**src/rtl/apb_reg_slave.sv**
```systemverilog
// APB register bank slave with fixed wait-state insertion.
// Flags out-of-range or misaligned accesses with pslverr.
module apb_reg_slave #(
  parameter int          NUM_REGS    = 16,
  parameter int          WAIT_CYCLES = 2,
  parameter logic [31:0] BASE_ADDR   = 32'h0
) (
  input  logic        clk,
  input  logic        reset,
  input  logic        psel_i,
  input  logic        penable_i,
  input  logic [31:0] paddr_i,
  input  logic        pwrite_i,
  input  logic [31:0] pwdata_i,
  output logic        pready_o,
  output logic [31:0] prdata_o,
  output logic        pslverr_o
);

  localparam int IW = (NUM_REGS > 1) ? $clog2(NUM_REGS) : 1;

  typedef enum logic [1:0] {
    S_IDLE,
    S_WAIT,
    S_READY
  } state_t;

  typedef struct packed {
    logic          ok;
    logic          wr;
    logic [IW-1:0] idx;
    logic [31:0]   wdata;
  } req_t;

  state_t        state_q, state_d;
  logic [3:0]    cnt_q, cnt_d;
  req_t          req_q, req_d;
  logic [31:0]   rdata_q, rdata_d;
  logic [31:0]   regs [NUM_REGS];
  logic [31:0]   off;
  logic          dec_ok;
  logic [IW-1:0] dec_idx;
  logic          wr_en;

  assign off     = paddr_i - BASE_ADDR;
  assign dec_ok  = (off[1:0] == 2'b00) &&
                   (off[31:2] < 30'(NUM_REGS));
  assign dec_idx = off[IW+1:2];

  // next state, wait counter, request latch and read-data load
  always_comb begin
    state_d = state_q;
    cnt_d   = cnt_q;
    req_d   = req_q;
    rdata_d = '0;
    wr_en   = 1'b0;
    unique case (state_q)
      S_IDLE: begin
        if (psel_i && !penable_i) begin
          req_d.ok    = dec_ok;
          req_d.wr    = pwrite_i;
          req_d.idx   = dec_idx;
          req_d.wdata = pwdata_i;
          if (WAIT_CYCLES == 0) begin
            state_d = S_READY;
            if (dec_ok && !pwrite_i)
              rdata_d = regs[dec_idx];
          end else begin
            state_d = S_WAIT;
            cnt_d   = 4'(WAIT_CYCLES);
          end
        end
      end
      S_WAIT: begin
        if (!psel_i) begin
          state_d = S_IDLE;
          cnt_d   = '0;
        end else if (cnt_q == 4'd1) begin
          state_d = S_READY;
          cnt_d   = '0;
          if (req_q.ok && !req_q.wr)
            rdata_d = regs[req_q.idx];
        end else begin
          cnt_d = cnt_q - 4'd1;
        end
      end
      S_READY: begin
        state_d = S_IDLE;
        wr_en   = psel_i && req_q.ok && req_q.wr;
      end
      default: state_d = S_IDLE;
    endcase
  end

  // control state and registered read data
  always_ff @(posedge clk or negedge reset) begin
    if (!reset) begin
      state_q <= S_IDLE;
      cnt_q   <= '0;
      req_q   <= '0;
      rdata_q <= '0;
    end else begin
      state_q <= state_d;
      cnt_q   <= cnt_d;
      req_q   <= req_d;
      rdata_q <= rdata_d;
    end
  end

  // register bank, written at the end of a completing write
  always_ff @(posedge clk or negedge reset) begin
    if (!reset) begin
      for (int i = 0; i < NUM_REGS; i++)
        regs[i] <= '0;
    end else if (wr_en) begin
      regs[req_q.idx] <= req_q.wdata;
    end
  end

  assign pready_o  = (state_q == S_READY);
  assign pslverr_o = (state_q == S_READY) && !req_q.ok;
  assign prdata_o  = rdata_q;

endmodule

```
**config.mk**
```make
export PLATFORM = sky130hd
export DESIGN_NAME = apb_reg_slave
export DESIGN_NICKNAME = d
export VERILOG_FILES = /design/src/rtl/apb_reg_slave.sv
export SDC_FILE = /design/constraint.sdc
export NUM_CORES = 1
export LEC_CHECK = 0
export BUFFER_PORTS_ARGS = -buffer_cell sky130_fd_sc_hd__buf_2
export CAP_MARGIN = 0
export CELL_PAD_IN_SITES_DETAIL_PLACEMENT = 1
export CELL_PAD_IN_SITES_GLOBAL_PLACEMENT = 1
export CORE_ASPECT_RATIO = 1.75
export CORE_MARGIN = 8
export CORE_UTILIZATION = 25
export DETAILED_ROUTE_END_ITERATION = 12
export PLACE_DENSITY_LB_ADDON = 0.2
export SLEW_MARGIN = 20
export SYNTH_ARGS = -nofsm -noshare
export SYNTH_HDL_FRONTEND = slang
export SYNTH_SLANG_ARGS = --single-unit
```
**constraint.sdc**
```tcl
create_clock -name clk -period 2.6 [get_ports clk]
set_input_delay 0.13 -clock clk [delete_from_list [all_inputs] [get_ports clk]]
set_output_delay 0.13 -clock clk [all_outputs]
set_load 0.01 [all_outputs]
```
### Word level (Yosys, flattened, before mapping)

Index checks and enable logic that the tools add are counted.

* bits in registers: 588
* input port bits: 69
* output and inout port bits: 34
* logic and storage cells: 68

* $add $sub $neg: 1
* $lt $le $gt $ge: 3
* equality and inequality tests: 5
* mux-type cells: 19
* bitwise operators: 1
* reductions and logical operators: 16

Operators by type and width (number)
* bitwise mux 512 bit: 1
* two-way mux 32 bit: 7
* binary-select mux 32 bit (select 4 bit): 1
* demux 32 bit (select 4 bit): 1
* less-than comparator 30 x 5 -> 1 bit (second input constant): 1
* two-way mux 4 bit: 3
* one-hot mux 4 bit (2 select lines): 1
* logical AND 1 bit: 7
* two-way mux 2 bit: 3
* AND reduction 2 bit: 3
* >= comparator 5 bit (second input constant): 1
* less-than comparator 5 x 1 -> 1 bit (second input constant): 1
* inverter 4 -> 5 bit: 1
* == test 4 x 1 -> 1 bit (second input constant): 1
* logical NOT 2 bit: 2
* one-hot mux 2 bit (2 select lines): 1
* subtractor 4 x 1 -> 4 bit (second input constant): 1
* logical NOT 1 bit: 3
* != test 3 bit (second input constant): 1
* == test 2 x 1 -> 1 bit (second input constant): 1
* == test 2 bit (second input constant): 1
* != test 2 bit (second input constant): 1
* nonzero test 2 bit: 1
* two-way mux 1 bit: 1

### Longest topological paths before layout

* depth in word-level cells: 8
* mapped depth: 7
* depth with buffers taken out: 6

### Worst setup path before layout

Ideal clock, no wire load.

* path type: register to register
* start: reg req_q[33] (netlist bit)
* end: reg rdata_q[0] (netlist: prdata_o[0])
* arrival: 1893 ps
* required time: 2474 ps
* path slack: 581 ps
* stages on the path, launching flop included: 7
* path buffers: 3
* clock period less this slack: 2019 ps
* path through: dfrtp_1 clkbuf_1 buf_2 buf_1 mux4_2 mux2_2 a221o_1

* cells in the longest elaborated chain, start to end: 8

RTL lines
* start, declared: line 37 `req_t req_q, req_d;`
* start signal, assigned: line 105 `req_q <= req_d;`
* inverter 4 -> 5 bit (not written as such): line 82 `rdata_d = regs[req_q.idx];`
* binary-select mux 32 bit (select 4 bit): line 82
* two-way mux 32 bit (not written as such) (2 in series): line 82
* two-way mux 32 bit: line 81 `if (req_q.ok && !req_q.wr)`
* two-way mux 32 bit: line 78 `end else if (cnt_q == 4'd1) begin`
* two-way mux 32 bit: line 75 `if (!psel_i) begin`
* two-way mux 32 bit: line 57 `unique case (state_q)`
* named net rdata_d[0]: line 38 `logic [31:0] rdata_q, rdata_d;`
* end signal, assigned: line 106 `rdata_q <= rdata_d;`
* end, declared: line 38

The timed path passes the listed nets, and every way through them passes these cells. The select of a mux whose other input is x is not followed.
A chain may end at the register's enable or synchronous reset.

### Final worst setup path

* start: reg state_q[1]
* end: reg regs[456] (netlist bit)

* cells in the longest elaborated chain, start to end: 2

RTL lines
* start, declared: line 35 `state_t state_q, state_d;`
* start signal, assigned: line 103 `state_q <= state_d;`
* == test 2 bit: line 57
* two-way mux 1 bit: line 57
* end signal, assigned by index: line 116 `regs[req_q.idx] <= req_q.wdata;`
* end, declared: line 39 `logic [31:0] regs [NUM_REGS];`

No other way between the ends.

==> impl_results.md <==
* Clk_lat worst skew at ~0.64 ns
* Worst path max stage delay at approximately 0.47 ns
* Slew HR at 0.380
* # clock sinks at between 500 and 600
* Worst path bufs/invs at 2
* Cell chain of the critical path: and4b_1 > nand4b_1 > buf_4 > nor3_4 > buf_12 > mux2_2
* DRT Pass-1 Iters at 4
* Switching part of the total at 0.282
* Arrival @ worst endpoint at ~2.8 ns
* Final hold viol count at 0
* PD cells at between 600 and 700 nW/um^2
* DIE WIDTH at about 260 microns
* Die H at between 400 and 500 microns
* Pre-CTS setup slack at approximately 0.27 ns
* Nets at roughly 1800
* Wire length per cell at 24.4 microns
* M2 GR Usage at 0.249
* Slew Viols, Final at 0
* Area grow syn2layout at 19.4%
* I/O Buffers at a little over 100
* Global-route wire length before repair at roughly 120000 microns
* Hold_buf cts at 41
* Sequential share of the synthesized area at 0.572
* Drt drc at 0
* Layout cells sized above 1 at 0.569
* Routed WL at 75500 microns
* Post-DP HPWL at 45900 microns
* Synthesis warning total at 0
* Post-CTS Resized at 0
* Post-synth cell types at 34
* Req. time, crit path at 3.12 ns
* RSZ-0062 raised after global routing: no
* Clock tree root buffer cell: clkbuf_16
* CTS tree: yes
* Final worst slack at just under 0.3 ns
* Syn Area/Cell at roughly 17 sq um
* P_sw at 5.98 mW
* Most Crowded Layer GR: met2
* Gr ovfl total at 0
* Initial antenna violation count at 3
* Synth Net Count at around 1600
* Skew final at about 0.017 ns
* Total power at 21.2 mW
* ANT nets after route at 0
* CP endpoint kind: register
* Post-Route Utilization at 0.301
* Initial DRC count at about 710
* Worst-margin pin slew at 0.927 ns
* Number of synthesized register bits at 588
* Worst path slowest cell: dfrtp_1
* CTS Buf Count at 58
* CP max FO at 24
* Seq pwr share at 0.486
* Max-cap viol count at 0
* Static Leakage at 14.5 nW
* Via count at around 14000
* # IOs at between 100 and 150
* Pin count of the biggest net entering global routing at 94
* Status: complete, no violations
* Clock period minus worst slack at between 2 and 2.5 ns
* Combinational group share of total power at 0.112
* Global placement routability congestion at ~0.7
* Netlist Area Pre-Place at around 26000 sq um
* Number of global-route vias before repair at approximately 17000
* Most frequent cells in the layout: dfrtp_1 (585), mux2_2 (576), mux4_2 (128)
* Met3 usage at 0.0173
* Clock network fraction of total power at 0.402
* Final setup viols at 0
* P_int at between 15 and 20 mW
* H-Tree Depth at 2
* Fin Setup TNS at 0 ns
* Maximum clock insertion buffer count at 3
* Cell count after synthesis at about 1600
* Starting density of the core at 0.252
* Final period util at 0.889
* Hold/Removal Path Class: in -> reg
* CP delay by family, top: simple AND/OR/NAND/NOR gates
* Row Count at approximately 160
* Setup bufs post-CTS at 0
* Fmax at between 400 and 500 MHz
* Worst-path clk slew at roughly 0.060 ns
* Die Footprint at 114000 sq um
* Grt met1 use at 0.160
* CP Launch Type: register
* Peak VDD IR at ~0.00048 V
* Overall routing resource usage at 0.134
* Placeable Area at a little over 100000 sq um
* Via density per instance at between 4 and 5
* CP Class: reg -> reg
* Most common cell after layout, fill and taps aside: dfrtp_1
-- area by class of cell --
type                       instances  area, sq um
antenna                            1         2.50
clock buffer                      84         1690
clock inverter                    18          216
fill                           10700        71300
inverter                           2         7.51
multi-input combinational        838        10500
sequential                       588        14700
tap                             1334         1670
timing repair buffer             222         1910
-- worst paths after layout --
check,start,endpoint,slack [ns],depth (start not counted)
worst max-delay path,state_q[1],regs[456],0.29,6
worst min-delay path,paddr_i[7],req_q[37],0.06,5
worst max register to register,state_q[1],regs[456],0.29,6
worst min register to register,regs[468],regs[468],0.48,1
max in group asynchronous,reset,regs[490],1.03,3
min in group asynchronous,reset,regs[191],0.23,3
-- power groups by stage --
stage | Clock [mW] | Combinational [mW] | Sequential (mW)
6_report | 8.54 | 2.38 | 10.3
5_1_grt | 9.18 | 2.58 | 10.4
4_1_cts | 8.90 | 2.48 | 10.3
3_5_place_dp | 0 | 2.41 | 10.5
3_3_place_gp | 0 | 2.39 | 10.5
2_1_floorplan | 0 | 1.83 | 9.76
-- synth_stat cells --
library cell / count / area (sq um)
inv_1: 2 / 7.51
a221o_1: 32 / 320
nand4b_1: 2 / 17.5
nor2_1: 13 / 48.8
nor2b_1: 37 / 231
and2_1: 1 / 6.26
or3_1: 1 / 6.26
and4bb_2: 1 / 12.5
nand2b_1: 6 / 37.5
clkbuf_1: 51 / 191
and4b_1: 1 / 10.0
o21ai_0: 2 / 10.0
nor3_2: 3 / 30.0
nand4_1: 3 / 18.8
nand3_1: 3 / 15.0
dfrtp_1: 588 / 14700
o22ai_1: 2 / 12.5
nor4_1: 7 / 43.8
mux2i_1: 1 / 10.0
nor3_1: 1 / 5.00
nor3b_1: 1 / 7.51
nor4b_2: 1 / 15.0
buf_4: 6 / 45.0
and3b_1: 1 / 8.76
ha_1: 2 / 25.0
o2bb2ai_1: 2 / 17.5
nand2_1: 3 / 11.3
mux2_2: 576 / 6490
mux2_1: 6 / 67.6
buf_2: 56 / 280
buf_1: 9 / 33.8
mux4_2: 128 / 2880
buf_6: 6 / 67.6
nand3b_1: 2 / 15.0
-- cell families after synthesis --
| logic type | share of synthesized area |
|---|---|
| multiplexers | 0.367 |
| flip-flops | 0.572 |
| AO/OA/AOI/OAI | 0.0140 |
| AND/OR/NAND/NOR | 0.0210 |
| adder cells (fa/ha/maj) | 0.000973 |
| buffers and inverters | 0.0243 |
-- per-layer routing --
layer  vias up  part of all wire
li1       6098                 -
met1      7957              0.40
met2       185              0.54
met3        97             0.029
met4         2             0.025
met5         -           0.00017
-- metrics by stage --
stage	hold slack, ns	area, sq um	instances
after global routing	0.0596	30700	3087
after detailed placement	0.0521	28400	2943
after floorplan	-0.166	25700	1556
after CTS	0.0406	30700	3086
after global placement	0.0558	28400	2943
final	0.0574	30700	3087
-- worst min-delay path: cells and delay by family --
family | cells | cell delay, ns
buffers and inverters | 1 | 0.07
AND/OR/NAND/NOR | 3 | 0.18
multiplexers | 1 | 0.27
-- flip-flops by register name, summed over array words and instances, names as in the netlist --
| name | flops |
|---|---|
| state_q | 2 |
| cnt_q | 4 |
| prdata_o | 32 |
| req_q | 38 |
| regs | 512 |
No activity file was read; power rests on OpenSTA's default activity.
